<file path="config.mk">
export PLATFORM = sky130hd
export DESIGN_NAME = sram_ctrl
export DESIGN_NICKNAME = d
export VERILOG_FILES = /design/src/rtl/sram_ctrl_pkg.sv /design/src/rtl/sram_ctrl.sv
export SDC_FILE = /design/constraint.sdc
export NUM_CORES = 1
export LEC_CHECK = 0
export ABC_CLOCK_PERIOD_IN_PS = 1600
export CORE_MARGIN = 4
export CORE_UTILIZATION = 30
export CTS_CLUSTER_SIZE = 40
export DETAILED_ROUTE_END_ITERATION = 7
export GPL_TIMING_DRIVEN = 1
export PLACE_DENSITY = 0.68
export SYNTH_ARGS = -nofsm -noshare
export SYNTH_HDL_FRONTEND = slang
export SYNTH_SLANG_ARGS = --single-unit
</file>
<file path="constraint.sdc">
create_clock -name clk -period 1.6 [get_ports clk]
set_input_delay 0.32 -clock clk [delete_from_list [all_inputs] [get_ports clk]]
set_output_delay 0.32 -clock clk [all_outputs]
set_load 0.01 [all_outputs]
</file>
<file path="src/rtl/sram_ctrl_pkg.sv">
// Shared state encoding, byte-count constant and byte-lane merge helper for sram_ctrl.
package sram_ctrl_pkg;

    localparam logic [2:0] ST_IDLE = 3'd0;
    localparam logic [2:0] ST_RD   = 3'd1;
    localparam logic [2:0] ST_WR   = 3'd2;
    localparam logic [2:0] ST_HOLD = 3'd3;
    localparam logic [2:0] ST_RSP  = 3'd4;

    typedef enum logic [2:0] {
        IDLE = ST_IDLE,
        RD   = ST_RD,
        WR   = ST_WR,
        HOLD = ST_HOLD,
        RSP  = ST_RSP
    } state_t;

    localparam int DATA_WIDTH_DEFAULT = 32;
    localparam int BYTE_COUNT         = DATA_WIDTH_DEFAULT / 8;

    // One byte lane of a read-modify-write: enabled lanes take the new byte.
    function automatic logic [7:0] be_merge(
        input logic [7:0] old_byte,
        input logic [7:0] new_byte,
        input logic       be
    );
        return be ? new_byte : old_byte;
    endfunction

endpackage

</file>
<file path="src/rtl/sram_ctrl.sv">
// Request/response front end for an asynchronous SRAM: sequences cs/wr/addr/din,
// waits WAIT_CYCLES per access and performs byte-masked writes by read-modify-write.
module sram_ctrl
    import sram_ctrl_pkg::*;
#(
    parameter int ADDR_WIDTH  = 10,
    parameter int DATA_WIDTH  = DATA_WIDTH_DEFAULT,
    parameter int WAIT_CYCLES = 1
) (
    input  logic                    clk,
    input  logic                    rst_n,
    input  logic                    req_valid,
    output logic                    req_ready,
    input  logic                    req_we,
    input  logic [DATA_WIDTH/8-1:0] req_be,
    input  logic [ADDR_WIDTH-1:0]   req_addr,
    input  logic [DATA_WIDTH-1:0]   req_wdata,
    output logic                    rsp_valid,
    input  logic                    rsp_ready,
    output logic [DATA_WIDTH-1:0]   rsp_rdata,
    output logic                    sram_cs,
    output logic                    sram_wr,
    output logic [ADDR_WIDTH-1:0]   sram_addr,
    output logic [DATA_WIDTH-1:0]   sram_din,
    input  logic [DATA_WIDTH-1:0]   sram_dout
);

    localparam int                   BE_WIDTH  = DATA_WIDTH / 8;
    localparam int                   CNT_WIDTH = $clog2(WAIT_CYCLES + 1);
    localparam logic [CNT_WIDTH-1:0] CNT_LOAD  = CNT_WIDTH'(WAIT_CYCLES - 1);
    localparam logic [CNT_WIDTH-1:0] CNT_ONE   = CNT_WIDTH'(1);

    state_t                  state_reg, state_next;
    logic [CNT_WIDTH-1:0]    cnt_reg, cnt_next;
    logic                    we_reg, we_next;
    logic [BE_WIDTH-1:0]     be_reg, be_next;
    logic [DATA_WIDTH-1:0]   wdata_reg, wdata_next;
    logic                    cs_reg, cs_next;
    logic                    wr_reg, wr_next;
    logic [ADDR_WIDTH-1:0]   addr_reg, addr_next;
    logic [DATA_WIDTH-1:0]   din_reg, din_next;
    logic                    rsp_valid_reg, rsp_valid_next;
    logic [DATA_WIDTH-1:0]   rsp_rdata_reg, rsp_rdata_next;
    logic [DATA_WIDTH-1:0]   merged_word;

    // Old word straight from the SRAM, overlaid lane by lane with the latched write data.
    genvar gi;
    generate
        for (gi = 0; gi < BE_WIDTH; gi++) begin : g_merge
            assign merged_word[8*gi +: 8] = be_merge(sram_dout[8*gi +: 8],
                                                     wdata_reg[8*gi +: 8],
                                                     be_reg[gi]);
        end
    endgenerate

    always_comb begin
        state_next     = state_reg;
        cnt_next       = cnt_reg;
        we_next        = we_reg;
        be_next        = be_reg;
        wdata_next     = wdata_reg;
        cs_next        = cs_reg;
        wr_next        = wr_reg;
        addr_next      = addr_reg;
        din_next       = din_reg;
        rsp_valid_next = rsp_valid_reg;
        rsp_rdata_next = rsp_rdata_reg;

        case (state_reg)
            IDLE: begin
                if (req_valid) begin
                    we_next    = req_we;
                    be_next    = req_be;
                    wdata_next = req_wdata;
                    if (!req_we || (req_be != '0 && !(&req_be))) begin
                        // Plain read, or the read half of a partial write.
                        state_next = RD;
                        cs_next    = 1'b1;
                        wr_next    = 1'b0;
                        addr_next  = req_addr;
                        cnt_next   = CNT_LOAD;
                    end else if (req_be == '0) begin
                        state_next     = RSP;
                        rsp_valid_next = 1'b1;
                        rsp_rdata_next = '0;
                    end else begin
                        state_next = WR;
                        cs_next    = 1'b1;
                        wr_next    = 1'b1;
                        addr_next  = req_addr;
                        din_next   = req_wdata;
                        cnt_next   = CNT_LOAD;
                    end
                end
            end

            RD: begin
                if (cnt_reg == '0) begin
                    if (we_reg) begin
                        // cs stays high; din is updated while wr is still low.
                        state_next = WR;
                        wr_next    = 1'b1;
                        din_next   = merged_word;
                        cnt_next   = CNT_LOAD;
                    end else begin
                        state_next     = RSP;
                        cs_next        = 1'b0;
                        rsp_valid_next = 1'b1;
                        rsp_rdata_next = sram_dout;
                    end
                end else begin
                    cnt_next = cnt_reg - CNT_ONE;
                end
            end

            WR: begin
                if (cnt_reg == '0) begin
                    state_next = HOLD;
                    cs_next    = 1'b0;
                    wr_next    = 1'b0;
                end else begin
                    cnt_next = cnt_reg - CNT_ONE;
                end
            end

            HOLD: begin
                state_next     = RSP;
                rsp_valid_next = 1'b1;
                rsp_rdata_next = '0;
            end

            RSP: begin
                if (rsp_ready) begin
                    state_next     = IDLE;
                    rsp_valid_next = 1'b0;
                end
            end

            default: begin
                state_next     = IDLE;
                cs_next        = 1'b0;
                wr_next        = 1'b0;
                rsp_valid_next = 1'b0;
            end
        endcase
    end

    always_ff @(posedge clk or negedge rst_n) begin
        if (!rst_n) begin
            state_reg     <= IDLE;
            cnt_reg       <= '0;
            we_reg        <= 1'b0;
            be_reg        <= '0;
            wdata_reg     <= '0;
            cs_reg        <= 1'b0;
            wr_reg        <= 1'b0;
            addr_reg      <= '0;
            din_reg       <= '0;
            rsp_valid_reg <= 1'b0;
            rsp_rdata_reg <= '0;
        end else begin
            state_reg     <= state_next;
            cnt_reg       <= cnt_next;
            we_reg        <= we_next;
            be_reg        <= be_next;
            wdata_reg     <= wdata_next;
            cs_reg        <= cs_next;
            wr_reg        <= wr_next;
            addr_reg      <= addr_next;
            din_reg       <= din_next;
            rsp_valid_reg <= rsp_valid_next;
            rsp_rdata_reg <= rsp_rdata_next;
        end
    end

    assign req_ready = (state_reg == IDLE);
    assign rsp_valid = rsp_valid_reg;
    assign rsp_rdata = rsp_rdata_reg;
    assign sram_cs   = cs_reg;
    assign sram_wr   = wr_reg;
    assign sram_addr = addr_reg;
    assign sram_din  = din_reg;

endmodule

</file>
-- Yosys cells after proc, flatten, opt, wreduce, memory -nomap -nowiden
Index checks and enable logic that the tools add are counted.
- output and inout port bits: 78
- register bits after elaboration: 118
- input port bits: 83
- reduce and logical (&&, ||, !) cells: 22
- mux-type cells: 50
- $add $sub $neg: 1
- equality and inequality tests: 15
- bitwise operators: 2
- operators by type and width (operator ; count):
    $mux W32 ; 10
    $pmux W32 S3 ; 1
    $pmux W32 S2 ; 1
    $mux W8 ; 4
    $reduce_and A6 Y1 ; 4
    $mux W3 ; 7
    $mux W1 ; 20
    $mux W10 ; 2
    $ne A2 B2 Y1 const B ; 9
    $pmux W3 S5 ; 1
    $pmux W1 S4 ; 2
    $reduce_and A4 Y1 ; 2
    $reduce_and A7 Y1 ; 1
    $eq A3 B2 Y1 const B ; 2
    $reduce_and A3 Y1 ; 2
    $pmux W1 S5 ; 1
    $logic_not A4 Y1 ; 1
    $reduce_bool A2 Y1 ; 2
    $reduce_bool A4 Y1 ; 1
    $reduce_or A2 Y1 ; 2
    $eq A3 B1 Y1 const B ; 1
    $eq A3 B3 Y1 const B ; 1
    $logic_not A3 Y1 ; 1
    $ne A3 B3 Y1 const B ; 1
    other kinds (9) ; 11

-- Logic depth before layout (Yosys ltp)
- word-level depth: 7
- depth in mapped cells: 8
- mapped depth without buffers: 4

-- Worst setup path after synthesis
OpenSTA, ideal clock, no wires.
- path kind: reg2reg
- from: register state_reg[1]
- to: register din_reg[10] (netlist: sram_din[10])
- arrival time: 1.580 ns
- cell stages (with the launch flop): 8
- clock period less this slack: 1.706 ns
- setup time: 0.126 ns
- path slack: -0.106 ns
- data required time: 1.474 ns
- cells stage by stage: dfrtp_1 > buf_2 > nor2b_1 > nand3_1 > nor2b_1 > buf_6 > buf_6 > a221o_1
- word-level cells in the longest chain between the ends: 3
- elaborated cells on any way between the ends: 10
- ends and longest elaborated chain (element ; line ; text):
    from (decl) ; sram_ctrl.sv:33 ; state_t state_reg, state_next;
    from (signal assigned) ; sram_ctrl.sv:162 ; state_reg <= state_next;
    $eq A3 B1 Y1 / $logic_not A3 Y1 (equally long branches) ; sram_ctrl.sv:69 ; case (state_reg)
    $ne A2 B2 Y1 (no source line) / $reduce_bool A2 Y1 (equally long branches) ; - ;
    $reduce_and A6 Y1 (no source line) ; - ;
    to (signal assigned) ; sram_ctrl.sv:170 ; din_reg <= din_next;
    to (decl) ; sram_ctrl.sv:41 ; logic [DATA_WIDTH-1:0] din_reg, din_next;
Parallel ways exist; a longest one is shown, timed or not.
A chain may end at the register's enable or synchronous reset.

-- Final worst setup path
- from: register state_reg[1]
- to: output req_ready
- word-level cells in the longest chain between the ends: 1
- ends and longest elaborated chain (element ; line ; text):
    $logic_not A3 Y1 ; sram_ctrl.sv:176 ; assign req_ready = (state_reg == IDLE);
    to (decl) ; sram_ctrl.sv:13 ; output logic req_ready,
No other way between the ends.

==> results.toml <==
[clock_network]
cts_buffers = 17
clock_sinks = 117
clk_latency_ps = 410
h-tree-depth = 4
clock_path_buffers = 2
cts_tree = "done"
path_clk_slew_ps = 60
root_buffer = "clkbuf_16"

[synth]
netlist_instances = 361
yosysMostFrequentCell = "dfrtp_1"
synth.distinct_cells = 35
synthArstFlopShare_pct = 100.0
synth_area_sq_um = 4920
synth_edf_count = 0
syn_nets = 444
ys_seq_area_share_pct = 59.51
ys_ff_latch = 117
yosysTopAreaCell = "dfrtp_1"
yosys_warnings = 0
ys_top_cells_by_area = "dfrtp_1 60%, mux2_2 9.6%, a221o_1 6.5%"
yosysTopAreaCellShare_pct = 59.51
syn_area_per_cell_sq_um = 13.63
synth-main-ff-cell = "dfrtp_1"
yosys-top-cells-count = "117 x dfrtp_1, 42 x mux2_2, 34 x nor2_1, 33 x a22o_1"

[timing]
setup_ws_ps = -161.3
skew_ps = 9.186
fin_crit_sh_pct = 110.1
hold_viol = 0
slew_violations = 0
worst_pin_slew_ps = 575.2
relSlewSlack_pct = 61.66
fmaxAchievable_mhz = 567.8
finalSetupViolCount = 110
fin_crit_ps = 1761
rsz0062_at_grt = "yes"

[floorplanning]
die_h_microns = 136.1
dieArea_sq_um = 18510
die_w_microns = 136.1
start_util_pct = 30.75
row_count = 46
io_pins = 161
design.core.area_sq_um = 16000

[outcome]
status = "finished with violations"
violations = "setup timing"

[finish]
nFillCells = 1424
final_core_utilization_pct = 52.66
area_growth_pct = 71.26
num_antenna_cells = 0
drive_gt1_share_pct = 27.53
stdcell_count = 808
fin_nets = 662

[route]
wl_microns = 17950
avgViaCountPerCell = 5.108
dr_total_vias = 4127
firstDrtPassIters = 4
wl_per_cell_microns = 22.22
drt_iter0_markers = 188
drc_errors = 0
postRouteAntennaNets = 0

[critical_path]
ff2ff_setup_slack_ps = -130
critPathKind = "flop to primary output"
arrival_ps = 1440
crit_fanout = 6
critPathLaunchType = "flop"
rr_endpoint = "rsp_rdata[17]"
rr_startpoint = "state_reg[1]"
worst-r2r-cell-count = 7
endpoint_kind = "primary output"
critPathRequiredTime_ps = 1280

[pwr]
p_seq_share_pct = 30.8
power_density_nw_per_um2 = 2061
p_total_w = 0.01736
switching_power_w = 0.005594
p_leak_nw = 4.064
sw_frac_of_total_pct = 32.22
pwr-share-comb_pct = 46.2
p_clk_share_pct = 23.0
p_int_w = 0.01177
ir_worst_vdd_mv = 0.8293

[min_path]
hold_class = "input port to asynchronous set/reset pin"

[grt]
grt_overflow = 0
grt_max_degree = 49
grt.total_usage_pct = 18.52
grt_pass1_wl_microns = 26100
grt_pass1_vias = 4561
antenna_found_initial = 0

[placement]
dp.cells = 730
io_buffers = 160
dp_hpwl_microns = 9862
gp_congestion = 0.7500

[job]
maxCapViolCount = 0
==> worst max path at each step <==
stage / from / end / slack (ps) / cells after the start
floorplan: state_reg[2] / sram_din[10] / -70 / 8
global placement: req_valid / sram_addr[9] / -760 / 4
detailed placement: req_valid / sram_addr[1] / -830 / 4
CTS: state_reg[1] / rsp_rdata[5] / -140 / 6
global route: state_reg[1] / req_ready / -190 / 4
finish: state_reg[1] / req_ready / -160 / 4
==> final cells by class <==
type / count / area [sq um] / area share, %
clock inverter: 8 / 120.1 / 1.426
multi-input combinational: 214 / 2143 / 25.44
timing repair buffer: 228 / 2459 / 29.18
inverter: 1 / 3.754 / 0.04455
clock buffer: 24 / 501.7 / 5.955
sequential: 117 / 2928 / 34.75
tap: 216 / 270.3 / 3.208
==> metrics by stage <==
stage	hold slack, ps	area [sq um]	setup TNS [ps]	worst slack, ps
after floorplan	24.41	4954	-2484	-74.99
after global placement	220.5	6867	-61590	-761.7
after detailed placement	222.8	6867	-65250	-826.1
after CTS	322.3	8229	-9073	-140.3
after global routing	334.1	8426	-11910	-186.0
final	327.8	8426	-7483	-161.3
==> worst max-delay path: stages (launching register included) <==
cell and delay, ps:
dfrtp_1 420, buf_6 160, buf_6 130, nor3_4 190, buf_6 130
==> layer usage <==
| metal | part of all wire (%) | vias up | track usage, % |
|---|---|---|---|
| met5 | 0 | - | 0 |
| met4 | 1.5 | 0 | 5.879 |
| met3 | 6.0 | 26 | 5.181 |
| met2 | 50 | 147 | 31.10 |
| met1 | 43 | 2145 | 23.13 |
| li1 | - | 1809 | - |
==> what timing repair did <==
action                                  in CTS  in global routing
hold buffers                                 1                  0
gates resized for setup                    173                 30
buffers inserted                            28                 10
endpoints found under the setup margin     192                115
gates cloned                                 9                  7
pin swaps                                   15                 18
endpoints found under the hold margin       17                  0
==> power groups by stage <==
stage | clock network, W | registers [W] | logic, W
floorplan | 0 | 0.00546 | 0.00309
global placement | 0 | 0.00530 | 0.00604
detailed placement | 0 | 0.00533 | 0.00622
CTS | 0.00405 | 0.00532 | 0.00755
global route | 0.00422 | 0.00552 | 0.00849
finish | 0.00400 | 0.00535 | 0.00802
==> cells in the final DEF (no fill, tap or decap), types with 3 or more instances in the layout <==
| cell | count |
|---|---|
| dfrtp_1 | 117 |
| dlygate4sd2_1 | 80 |
| clkdlybuf4s50_1 | 76 |
| mux2_4 | 47 |
| nor2_1 | 34 |
| a22o_1 | 33 |
| mux2i_1 | 32 |
| a221o_1 | 32 |
| buf_4 | 25 |
| clkbuf_16 | 23 |
| buf_6 | 17 |
| buf_12 | 16 |
| nor2b_4 | 6 |
| clkbuf_8 | 5 |
| o21ai_0 | 3 |
| a31oi_1 | 3 |
| nand2_1 | 3 |
| bufinv_16 | 3 |
| clkinv_2 | 3 |
| buf_16 | 3 |
==> cells by family (layout without fill, tap and decap cells) <==
| kind of cell | after synthesis | in the layout | share of synthesized area (%) |
|---|---|---|---|
| buffers and inverters | 31 | 261 | 3.306 |
| flip-flops | 117 | 117 | 59.51 |
| AO/OA/AOI/OAI | 77 | 77 | 14.09 |
| AND/OR/NAND/NOR | 57 | 58 | 5.824 |
| multiplexers | 79 | 79 | 17.27 |
No activity file was read; power rests on OpenSTA's default activity.
